### src/rtl/instruction_fetch_stage_pkg.sv
// Shared fetch-stage definitions: bubble word, fetch FSM encodings and word-address widths.
package instruction_fetch_stage_pkg;

  localparam logic [31:0] NOP_WORD         = '0;
  localparam int unsigned BYTE_OFFSET_BITS = 2;
  localparam int unsigned WORD_ADDR_BITS   = 32 - BYTE_OFFSET_BITS;

  typedef enum logic [1:0] {
    FS_BOOT  = 2'd0,
    FS_RUN   = 2'd1,
    FS_FAULT = 2'd2
  } fetch_state_t;

endpackage

### src/rtl/instruction_fetch_stage_ifid.sv
// IF/ID pipeline register: flush inserts a bubble, load captures a fetched word, otherwise hold.
module ifid_pipeline_reg
  import instruction_fetch_stage_pkg::*;
#(
  parameter logic [31:0] NOP_INSTR = NOP_WORD
) (
  input  logic        clk,
  input  logic        rst_n,
  input  logic        load,
  input  logic        flush,
  input  logic [31:0] fetch_instr,
  input  logic [31:0] fetch_pc_plus4,
  output logic [31:0] instr,
  output logic [31:0] pc_plus4,
  output logic        valid
);

  always_ff @(posedge clk or negedge rst_n) begin
    if (!rst_n) begin
      instr    <= NOP_INSTR;
      pc_plus4 <= '0;
      valid    <= 1'b0;
    end else if (flush) begin
      instr    <= NOP_INSTR;
      pc_plus4 <= '0;
      valid    <= 1'b0;
    end else if (load) begin
      instr    <= fetch_instr;
      pc_plus4 <= fetch_pc_plus4;
      valid    <= 1'b1;
    end
  end

endmodule

### src/rtl/instruction_fetch_stage.sv
// MIPS fetch stage: PC, next-PC selection, fetch FSM with sticky fault, and delivered-instruction counter.
module instruction_fetch_stage
  import instruction_fetch_stage_pkg::*;
#(
  parameter logic [31:0] RESET_PC   = 32'h0000_0000,
  parameter int unsigned IMEM_WORDS = 256,
  parameter logic [31:0] NOP_INSTR  = NOP_WORD
) (
  input  logic        Clk,
  input  logic        Rst,
  input  logic        Stall,
  input  logic        BranchTaken,
  input  logic [31:0] BranchTarget,
  input  logic        Jump,
  input  logic [31:0] JumpTarget,
  output logic [31:0] Address,
  input  logic [31:0] Instruction,
  output logic [31:0] IFID_Instr,
  output logic [31:0] IFID_PCPlus4,
  output logic        IFID_Valid,
  output logic        FetchFault,
  output logic [31:0] FetchCount
);

  fetch_state_t state, state_next;
  logic [31:0]  pc, pc_plus4, next_pc;
  logic         redirect, pc_bad;
  logic         pc_load, ifid_load, ifid_flush, fault_set, count_inc;

  assign Address  = pc;
  assign pc_plus4 = pc + 32'd4;
  assign redirect = BranchTaken | Jump;

  always_comb begin
    if (BranchTaken)  next_pc = BranchTarget;
    else if (Jump)    next_pc = JumpTarget;
    else if (Stall)   next_pc = pc;
    else              next_pc = pc_plus4;
  end

  // Sequential overflow past the last word is caught here too, so PC never wraps silently.
  assign pc_bad = (next_pc[BYTE_OFFSET_BITS-1:0] != '0) ||
                  ({{BYTE_OFFSET_BITS{1'b0}}, next_pc[31:BYTE_OFFSET_BITS]} >= 32'(IMEM_WORDS));

  always_ff @(posedge Clk or negedge Rst) begin
    if (!Rst) state <= FS_BOOT;
    else      state <= state_next;
  end

  always_comb begin
    state_next = state;
    case (state)
      FS_BOOT:  state_next = FS_RUN;
      FS_RUN:   state_next = pc_bad ? FS_FAULT : FS_RUN;
      FS_FAULT: state_next = FS_FAULT;
      default:  state_next = FS_BOOT;
    endcase
  end

  always_comb begin
    pc_load    = 1'b0;
    ifid_load  = 1'b0;
    ifid_flush = 1'b0;
    fault_set  = 1'b0;
    count_inc  = 1'b0;
    case (state)
      FS_RUN: begin
        if (redirect) begin
          ifid_flush = 1'b1;
        end else if (!Stall) begin
          ifid_load = 1'b1;
          count_inc = 1'b1;
        end
        if (pc_bad) fault_set = 1'b1;
        else        pc_load   = 1'b1;
      end
      default: ifid_flush = 1'b1;
    endcase
  end

  always_ff @(posedge Clk or negedge Rst) begin
    if (!Rst) begin
      pc         <= RESET_PC;
      FetchFault <= 1'b0;
      FetchCount <= '0;
    end else begin
      if (pc_load)   pc <= next_pc;
      if (fault_set) FetchFault <= 1'b1;
      if (count_inc && (FetchCount != '1)) FetchCount <= FetchCount + 32'd1;
    end
  end

  ifid_pipeline_reg #(
    .NOP_INSTR(NOP_INSTR)
  ) u_ifid (
    .clk           (Clk),
    .rst_n         (Rst),
    .load          (ifid_load),
    .flush         (ifid_flush),
    .fetch_instr   (Instruction),
    .fetch_pc_plus4(pc_plus4),
    .instr         (IFID_Instr),
    .pc_plus4      (IFID_PCPlus4),
    .valid         (IFID_Valid)
  );

endmodule

### config.mk
export PLATFORM = sky130hd
export DESIGN_NAME = instruction_fetch_stage
export DESIGN_NICKNAME = d
export VERILOG_FILES = /design/src/rtl/instruction_fetch_stage_pkg.sv /design/src/rtl/instruction_fetch_stage_ifid.sv /design/src/rtl/instruction_fetch_stage.sv
export SDC_FILE = /design/constraint.sdc
export NUM_CORES = 1
export LEC_CHECK = 0
export CAP_MARGIN = 30
export CORE_ASPECT_RATIO = 0.6
export CORE_MARGIN = 2
export CORE_UTILIZATION = 51
export CTS_CLUSTER_SIZE = 24
export DETAILED_ROUTE_END_ITERATION = 7
export PLACE_DENSITY_LB_ADDON = 0.15
export SETUP_SLACK_MARGIN = 0.2
export SLEW_MARGIN = 20
export SYNTH_ARGS = -nofsm -noshare
export SYNTH_HDL_FRONTEND = slang
export SYNTH_HIERARCHICAL = 1
export SYNTH_SLANG_ARGS = --single-unit
### constraint.sdc
create_clock -name Clk -period 5.7 [get_ports Clk]
set_clock_uncertainty 0.15 [all_clocks]
set_input_delay 0.855 -clock Clk [delete_from_list [all_inputs] [get_ports Clk]]
set_output_delay 0.855 -clock Clk [all_outputs]
set_load 0.05 [all_outputs]
; ---- Word level (Yosys, flattened, before mapping)
; Cells that the tools add are included.
[word_totals]
output_inout_bits = 130
elab_cells = 39
reg_bits = 132
inputBits = 101
[op_classes]
n_addsub = 2
bitwise_logic = 1
n_eq_ne = 3
n_mux = 20
reduce_logical = 5
magnitude_cmp = 1
[op_table]
columns = operator, n
row1 = 2-to-1 mux 32 bit, 7
row2 = adder 32 x 1 -> 32 bit (second input constant), 1
row3 = adder 32 x 3 -> 32 bit (second input constant), 1
row4 = != test 32 bit (second input constant), 1
row5 = greater-or-equal comparator 30 x 9 -> 1 bit (second input constant), 1
row6 = 2-to-1 mux 1 bit, 11
row7 = case mux 2 bit (3 select lines), 1
row8 = nonzero test 2 bit, 2
row9 = equality test 2 x 1 -> 1 bit (second input constant), 1
row10 = equality test 2 bit (second input constant), 1
row11 = zero test 2 bit, 1
row12 = 2-to-1 mux 2 bit, 1
row13 = logical AND 1 bit, 1
row14 = logical OR 1 bit, 1
row15 = OR 1 bit, 1

; ---- Depth between registers and ports, before layout
; Gate-level depths: netlist of run 1.
[logic_depth]
word_depth = 8
mapped_depth = 12
ltp_nobuf = 9

; ---- By module
; Netlist of run 1, hierarchy kept.
[modules_own_cells]
columns = module, area_per_inst_um2, n_inst, cells_each
row1 = instruction_fetch_stage, 4763.3, 1, 532
row2 = ifid_pipeline_reg, 2637.5, 1, 209

; ---- Worst setup path after synthesis of run 1
; OpenSTA, ideal clock, no wires.
[synth_timing]
kind = input to register
from = input BranchTaken
to = register pc[27], in the netlist Address[27]
path_slack_ps = 2331
t_required_ps = 5430
arrival_time_ps = 3099
stages = 10
cell_sequence = buf_4 -> inv_2 -> or4_1 -> a221oi_1 -> nand4_1 -> a2111oi_2 -> nand4_4 -> or2_4 -> buf_6 -> and2_1
[synth_via]
elab_chain_len = 5
word_cells_on_any_way = 6
cone_classes = order compare: 1 / mux: 3 / reduce/logical: 2
[synth_lines]
columns = item, line
row1 = "start, declared", instruction_fetch_stage.sv:12  ; input logic BranchTaken,
row2 = 2-to-1 mux 32 bit (*), instruction_fetch_stage.sv:35  ; if (BranchTaken) next_pc = BranchTarget;
row3 = greater-or-equal comparator 30 x 9 -> 1 bit or nonzero test 2 bit (tied branches), "instruction_fetch_stage.sv:43, instruction_fetch_stage.sv:42"
row4 = logical OR 1 bit, instruction_fetch_stage.sv:42  ; assign pc_bad = (next_pc[BYTE_OFFSET_BITS-1:0] != '0) ||
row5 = 2-to-1 mux 1 bit, instruction_fetch_stage.sv:74  ; if (pc_bad) fault_set = 1'b1;
row6 = 2-to-1 mux 1 bit, instruction_fetch_stage.sv:66  ; case (state)
row7 = "end signal, assigned", instruction_fetch_stage.sv:87  ; if (pc_load) pc <= next_pc;
row8 = "end, declared", instruction_fetch_stage.sv:26  ; logic [31:0] pc, pc_plus4, next_pc;
; Every way passes the cells marked *; elsewhere a longest branch is shown, timed or not.
; A chain may end at the register's enable or synchronous reset.

; ---- Worst setup path after layout of run 1
[layout_timing]
from = input BranchTaken
to = register pc[7], in the netlist Address[7]
; The elaborated chain is that of the path after synthesis.

==> results by group, run 1 <==
Placement
  – Post-DP Area: 9720 sq um
  – Detailed placer's ending HPWL: approximately 19 mm
  – Port-buffer cells: 230
  – RePlAce Congestion: about 0.99
  – Pre-CTS setup slack: 1240 ps

Yosys
  – Register area share after synthesis: between 40% and 50%
  – Yosys warning count: 6
  – Synth Area in Compound Gates: a little under a tenth
  – FFs w/ async S/R, synth: 100%
  – Cell area after synthesis: about 7400 sq um
  – Synth top area share: around 45%
  – XOR/XNOR share of the synthesized area: under 10%
  – Ys flop type: dfrtp_1
  – Simple-gate share of the synthesized area: around a quarter
  – Post-synth net total: 844
  – Multiplexer share of the synthesized area: 9.65%
  – Adder-cell share of the synthesized area: 0.338%
  – Synth Register Bits: 132
  – Largest area contributor in the netlist: dfrtp_1
  – Synth unique cells: between 70 and 80
  – Cells after Synth: around 740
  – Synth area leaders: dfrtp_1 45%, mux2i_1 9.2%, nor2_1 5.3%, xnor2_1 5.0%, xor2_1 3.0%
  – Avg Inst Size Synth: about 10 sq um
  – Largest family of logic cells by synthesized area: simple AND/OR/NAND/NOR gates
  – EDFF count, synth: 0

Setup path
  – CP max stage cell: or4_1
  – Crit start category: primary input
  – Worst path cell trace: clkdlybuf4s50_1, buf_4, inv_2, or4_1, a221oi_1, nand4_1, a2111oi_2, nand4_4, nor2_4, mux2_1
  – Worst path bufs/invs: 3
  – Crit path required time: 5840 ps
  – R2r setup slk: approximately 1700 ps
  – CP max FO: 37
  – Critical path arrival: 4210 ps
  – Setup crit end kind: register
  – Crit path max-delay family: simple AND/OR/NAND/NOR gates
  – Crit path kind: primary input to register
  – CP max stage delay: about 530 ps

Global route
  – First-pass GRT wire length: slightly below 40 mm
  – Vias in the first global route: roughly 7000
  – Initial antenna violation count: 0
  – GRT Resource Usage Total: between 30% and 40%
  – GR Overflow Total: 0
  – Largest net degree at the start of global routing: 81

Finish
  – # fillers: around 1100
  – Area grow syn2layout: 39.2%
  – # diodes: 0
  – Final instance area: 10300 sq um
  – Fin util: between 70% and 80%
  – Layout cells sized above 1: under 10%
  – NumNets Final: between 1000 and 1500

STA
  – Hold Violations, Final: 0
  – Fin crit share: a little under three quarters
  – Worst slew pin tran: a little over 1000 ps
  – Peak Freq: about 0.25 GHz
  – Slew Viols, Final: 0
  – Final worst setup slack: about 1600 ps
  – Crit path time final: about 4000 ps
  – RSZ-0062 raised after global routing: no
  – Setup violators final: 0
  – Relative slew slack: about a third
  – Setup TNS Final: 0 ps

Clocking
  – Post-CTS Hold Buffers: 0
  – Post-CTS Setup Bufs: 0
  – Clk_lat worst skew: approximately 430 ps
  – CTS max path bufs: 2
  – Post-CTS resize count: 0
  – CTS H-Tree Depth: 4
  – CTS Buf Count: 17
  – TritonCTS Sinks: approximately 130
  – CTS clk-pin slew, worst paths: ~70 ps
  – CTS root buffer: clkbuf_16
  – CTS tree: built

Floorplanning
  – Die X: 160 um
  – Core Area: ~14000 sq um
  – Row cnt: 34
  – Die H: a little under 100 um
  – DIE AREA: 15500 sq um
  – IO Pins: approximately 230
  – Initial Util: between 50 and 60%

Route
  – Total Wirelength: about 25 mm
  – Wirelength per Cell: 21.6 um
  – Vias after detailed routing: 6828
  – Pre-antenna DRT Iters: 5
  – Detail Route Antenna Nets: 0
  – Remaining DRCs: 0
  – Initial drt markers: between 600 and 700
  – Vias per cell: between 5 and 6

Power and ir drop
  – P_leak: just over 0.004 uW
  – Peak supply drop: 0.161 mV
  – Tot Pwr: ~2400 uW
  – Pwr dens: around 230 nW/um^2

Flow run
  – Total of max-cap violations: 0

Run status
  – Status: complete, no violations

Hold path
  – Worst min path class: primary input to asynchronous set/reset pin
[flip-flops by register name, summed over array words and instances, names as in the netlist]
signal and cells:
Address 32, FetchCount 32, FetchFault 1, state 2, u_ifid/instr 32, u_ifid/pc_plus4 32
u_ifid/valid 1
[layer usage]
layer / vias to the layer above / GRT usage (%) / routed length (um)
li1: 3073 / - / -
met1: 3382 / 47.6 / 11400
met2: 353 / 47.3 / 10600
met3: 20 / 13.0 / 2910
met4: 0 / 4.97 / 171
met5: - / 0 / 0
[through the flow]
stage | hold WS, ps | std cells
3_3_place_gp | 323 | 1130
6_report | 310 | 1162
4_1_cts | 338 | 1162
3_5_place_dp | 327 | 1130
5_1_grt | 369 | 1162
2_1_floorplan | 330 | 741
[cell families after synthesis]
kind of cell / after synthesis
buf+inv: 60
xor+xnor: 67
fa+ha+maj: 2
mux: 71
flops: 132
simple gates: 317
compound gates: 92
[area by class of cell]
class	instances	area [sq um]	area share (%)
Multi-Input combinational cell	549	3760	36.5
Sequential cell	132	3300	32.1
Timing Repair Buffer	237	2360	22.9
Clock buffer	17	425	4.13
Tap cell	198	248	2.40
Clock inverter	15	155	1.51
Inverter	14	52.6	0.510
[layout by cell type, fill, tap and decap left out, drive strengths merged, types with 8 or more instances in the layout]
cell type      Yosys  layout
nor4              16      16
clkdlybuf4s50      0     229
and2              22      22
or4                8       8
mux2i             68      68
nor3              20      20
nor2             106     106
and3              14      14
nand3             31      31
clkbuf            14      17
xor2              25      25
and4              10      10
a21oi             13      13
nand2b             8       8
xnor2             42      42
buf               32       8
o21ai             18      18
nand2             33      33
nand4             24      24
inv               13      25
dfrtp            132     132
[path summary, 6_finish.rpt]
check / startpoint / depth (start not counted) / to
setup / recovery: BranchTaken / 10 / Address[7]$_DFFE_PN0P_
hold / removal: Rst / 1 / u_ifid/instr[12]$_DFFE_PN0P_
setup reg to reg: Address[2]$_DFFE_PN0P_ / 9 / Address[7]$_DFFE_PN0P_
hold reg to reg: FetchCount[17]$_DFFE_PN0P_ / 1 / FetchCount[17]$_DFFE_PN0P_
max in group asynchronous: Rst / 2 / Address[9]$_DFFE_PN0P_
min in group Clk: FetchCount[17]$_DFFE_PN0P_ / 1 / FetchCount[17]$_DFFE_PN0P_
[cell usage after synthesis (all sizes together), types with 4 or more instances]
master,instances
mux2i,68
clkbuf,14
xor2,25
o211ai,5
o31ai,6
nor2,106
inv,13
or4,8
nand2,33
nor4,16
nor2b,6
nand3,31
a31oi,6
nor3,20
and2,22
nand4,24
buf,32
or3,4
o31a,4
and3,14
xnor2,42
nand2b,8
and4,10
a21oi,13
a211oi,4
dfrtp,132
o21ai,18
[where the power goes]
part           total, uW  internal [uW]  leakage (uW)  switching [uW]
combinational        310            135       0.00203             175
clock               1090            588      0.000289             501
sequential           966            952       0.00179            14.2
total               2370           1680       0.00411             690
Note: power is estimated with default switching activity, not from simulation.
==> inputs of run 2 (changes only) <==
Settings changed: CORE_UTILIZATION 51 to 47.
Clock period 5.7 ns to 3.75 ns, I/O delays scaled along.
==> results by group, run 2 (synthesized netlist as in run 1, its figures left out) <==
Clocking
  – CTS clk-pin slew, worst paths: 60 ps (about the same)
  – Post-CTS Setup Bufs: 0 (unchanged)
  – Post-CTS resize count: 0 (unchanged)
  – CTS Buf Count: 17 (unchanged)
  – TritonCTS Sinks: 132 (unchanged)
  – CTS root buffer: clkbuf_16
  – CTS H-Tree Depth: 4 (unchanged)
  – CTS tree: built
  – Clk_lat worst skew: 420 ps (about the same)
  – Post-CTS Hold Buffers: 0 (unchanged)
  – CTS max path bufs: 2 (unchanged)

Finish
  – NumNets Final: 1089 (+3.3%)
  – Area grow syn2layout: 43.7%
  – Commonest non-fill, non-tap cell in the layout: clkdlybuf4s50_1
  – Layout cells sized above 1: 10.2% (+3.4 points)
  – Commonest non-fill, non-tap cells in the layout: 229 x clkdlybuf4s50_1, 131 x dfrtp_1, 104 x nor2_1
  – # fillers: 1240 (+16%)
  – Fin util: 69.2% (-2.7 points)
  – # diodes: 0 (unchanged)
  – Final instance area: 10600 sq um (+3.2%)

Placement
  – RePlAce Congestion: 0.962 (-2.4%)
  – Detailed placer's ending HPWL: 17.9 mm (-3.8%)
  – Port-buffer cells: 230 (unchanged)
  – Pre-CTS setup slack: -63.7 ps (-1300 ps)
  – Post-DP Area: 10000 sq um (+3.2%)

Setup path
  – Critical path arrival: 3530 ps (-680 ps)
  – Setup crit end kind: register
  – Crit start category: primary input
  – CP max FO: 24 (-35%)
  – Crit path required time: 3900 ps (-1940 ps)
  – Crit path kind: primary input to register

Global route
  – Vias in the first global route: 6607 (-3.1%)
  – GR Overflow Total: 0 (unchanged)
  – First-pass GRT wire length: 37.7 mm (-4.8%)
  – Largest net degree at the start of global routing: 90 (+11%)
  – GRT Resource Usage Total: 29.0% (-3.9 points)
  – Initial antenna violation count: 0 (unchanged)

Route
  – Initial drt markers: 581 (-5.8%)
  – Detail Route Antenna Nets: 0 (unchanged)
  – Remaining DRCs: 0 (unchanged)
  – Vias after detailed routing: 6815 (-0.19%)
  – Wirelength per Cell: 19.8 um (-8.1%)
  – Pre-antenna DRT Iters: 5 (unchanged)
  – Total Wirelength: 23.8 mm (-4.9%)
  – Vias per cell: 5.67 (-3.5%)

STA
  – Crit path time final: about 3400 ps
  – Worst slew pin tran: 922 ps (-95.4 ps)
  – Final worst setup slack: 375 ps (-1260 ps)
  – Slew Viols, Final: 0 (unchanged)
  – Hold Violations, Final: 0 (unchanged)
  – Relative slew slack: 37.9% (+6.4 points)
  – Setup violators final: 0 (unchanged)
  – RSZ-0062 raised after global routing: no
  – Fin crit share: 90.0%
  – Worst hold slack: 42.9 ps (-267 ps)
  – Peak Freq: between 0.2 and 0.3 GHz

Power and ir drop
  – P_leak: 0.00429 uW (+4.3%)
  – Tot Pwr: 3650 uW (+54%)
  – Pwr dens: 344 nW/um^2 (+50%)
  – Peak supply drop: 0.236 mV (+46%)

Floorplanning
  – Core Area: 15400 sq um (+7.2%)
  – Row cnt: 35 (+2.9%)
  – Die X: 166 um (+4.1%)
  – Initial Util: 48.1% (-3.5 points)
  – DIE AREA: 16800 sq um (+8.2%)
  – IO Pins: 231 (unchanged)
  – Die H: 101 um (+4.0%)

Hold path
  – Worst min path class: primary input to asynchronous set/reset pin

Run status
  – Status: complete, no violations

Flow run
  – Total of max-cap violations: 0 (unchanged)
[run 2: cell count changes in the layout (fill, tap and decap cells not counted), sizes merged]
| cell | delta |
|---|---|
| buf | +35 |
| clkinvlp | +4 |
| inv | -4 |
| clkinv | -3 |
| bufinv | +2 |
| clkbuf | +1 |
[run 2: worst paths after layout]
check	startpoint	to	slack, ps	cells after the start
setup / recovery	Stall	Address[22]$_DFFE_PN0P_	370	10
min in group Clk	FetchCount[21]$_DFFE_PN0P_	FetchCount[21]$_DFFE_PN0P_	340	1
max in group asynchronous	Rst	Address[4]$_DFFE_PN0P_	2650	2
hold / removal	Rst	u_ifid/instr[9]$_DFFE_PN0P_	40	1
hold reg to reg	FetchCount[21]$_DFFE_PN0P_	FetchCount[21]$_DFFE_PN0P_	340	1
setup reg to reg	Address[2]$_DFFE_PN0P_	Address[22]$_DFFE_PN0P_	380	9
[run 2: critical path: stages]
cell             delay, ps
clkdlybuf4s50_1        460
nand4b_1               360
nor4_1                 500
xor2_1                 170
nor4b_2                370
buf_4                  170
o32a_1                 200
nand4_4                150
or2_4                  390
and2_1                 190
[run 2: stage by stage]
step	cells	setup TNS, ps
2_1_floorplan	741	0
3_3_place_gp	1170	0
3_5_place_dp	1170	-1260
4_1_cts	1202	0
5_1_grt	1202	0
6_report	1202	0
[run 2: metal layers]
metal | vias up | track usage (%) | part of all wire (%)
met2 | 353 | 40.9 | 41
met5 | - | 0 | 0
met4 | 0 | 5.62 | 0.58
li1 | 3152 | - | -
met1 | 3297 | 43.6 | 47
met3 | 13 | 9.53 | 11
[run 2: power by group]
part	switching, uW	total, uW	internal, uW
sequential	23.0	1470	1450
combinational	265	489	224
clock	692	1690	1000
total	980	3650	2670
[run 2: final cells by class]
cell class              instances  area (sq um)  share of cell area [%]
clock inverters                14           165                    1.55
flip-flops and latches        132          3300                    31.1
multi-input cells             549          3770                    35.5
clock buffers                  18           429                    4.04
well taps                     203           254                    2.39
inverters                      14          52.6                   0.494
repair buffers                272          2660                    25.0
==> inputs of run 3 (changes only) <==
Settings changed: SLEW_MARGIN 20 to unset.
==> results of run 3 <==
No change in the layout: final DEF, timing and power equal those of run 2.
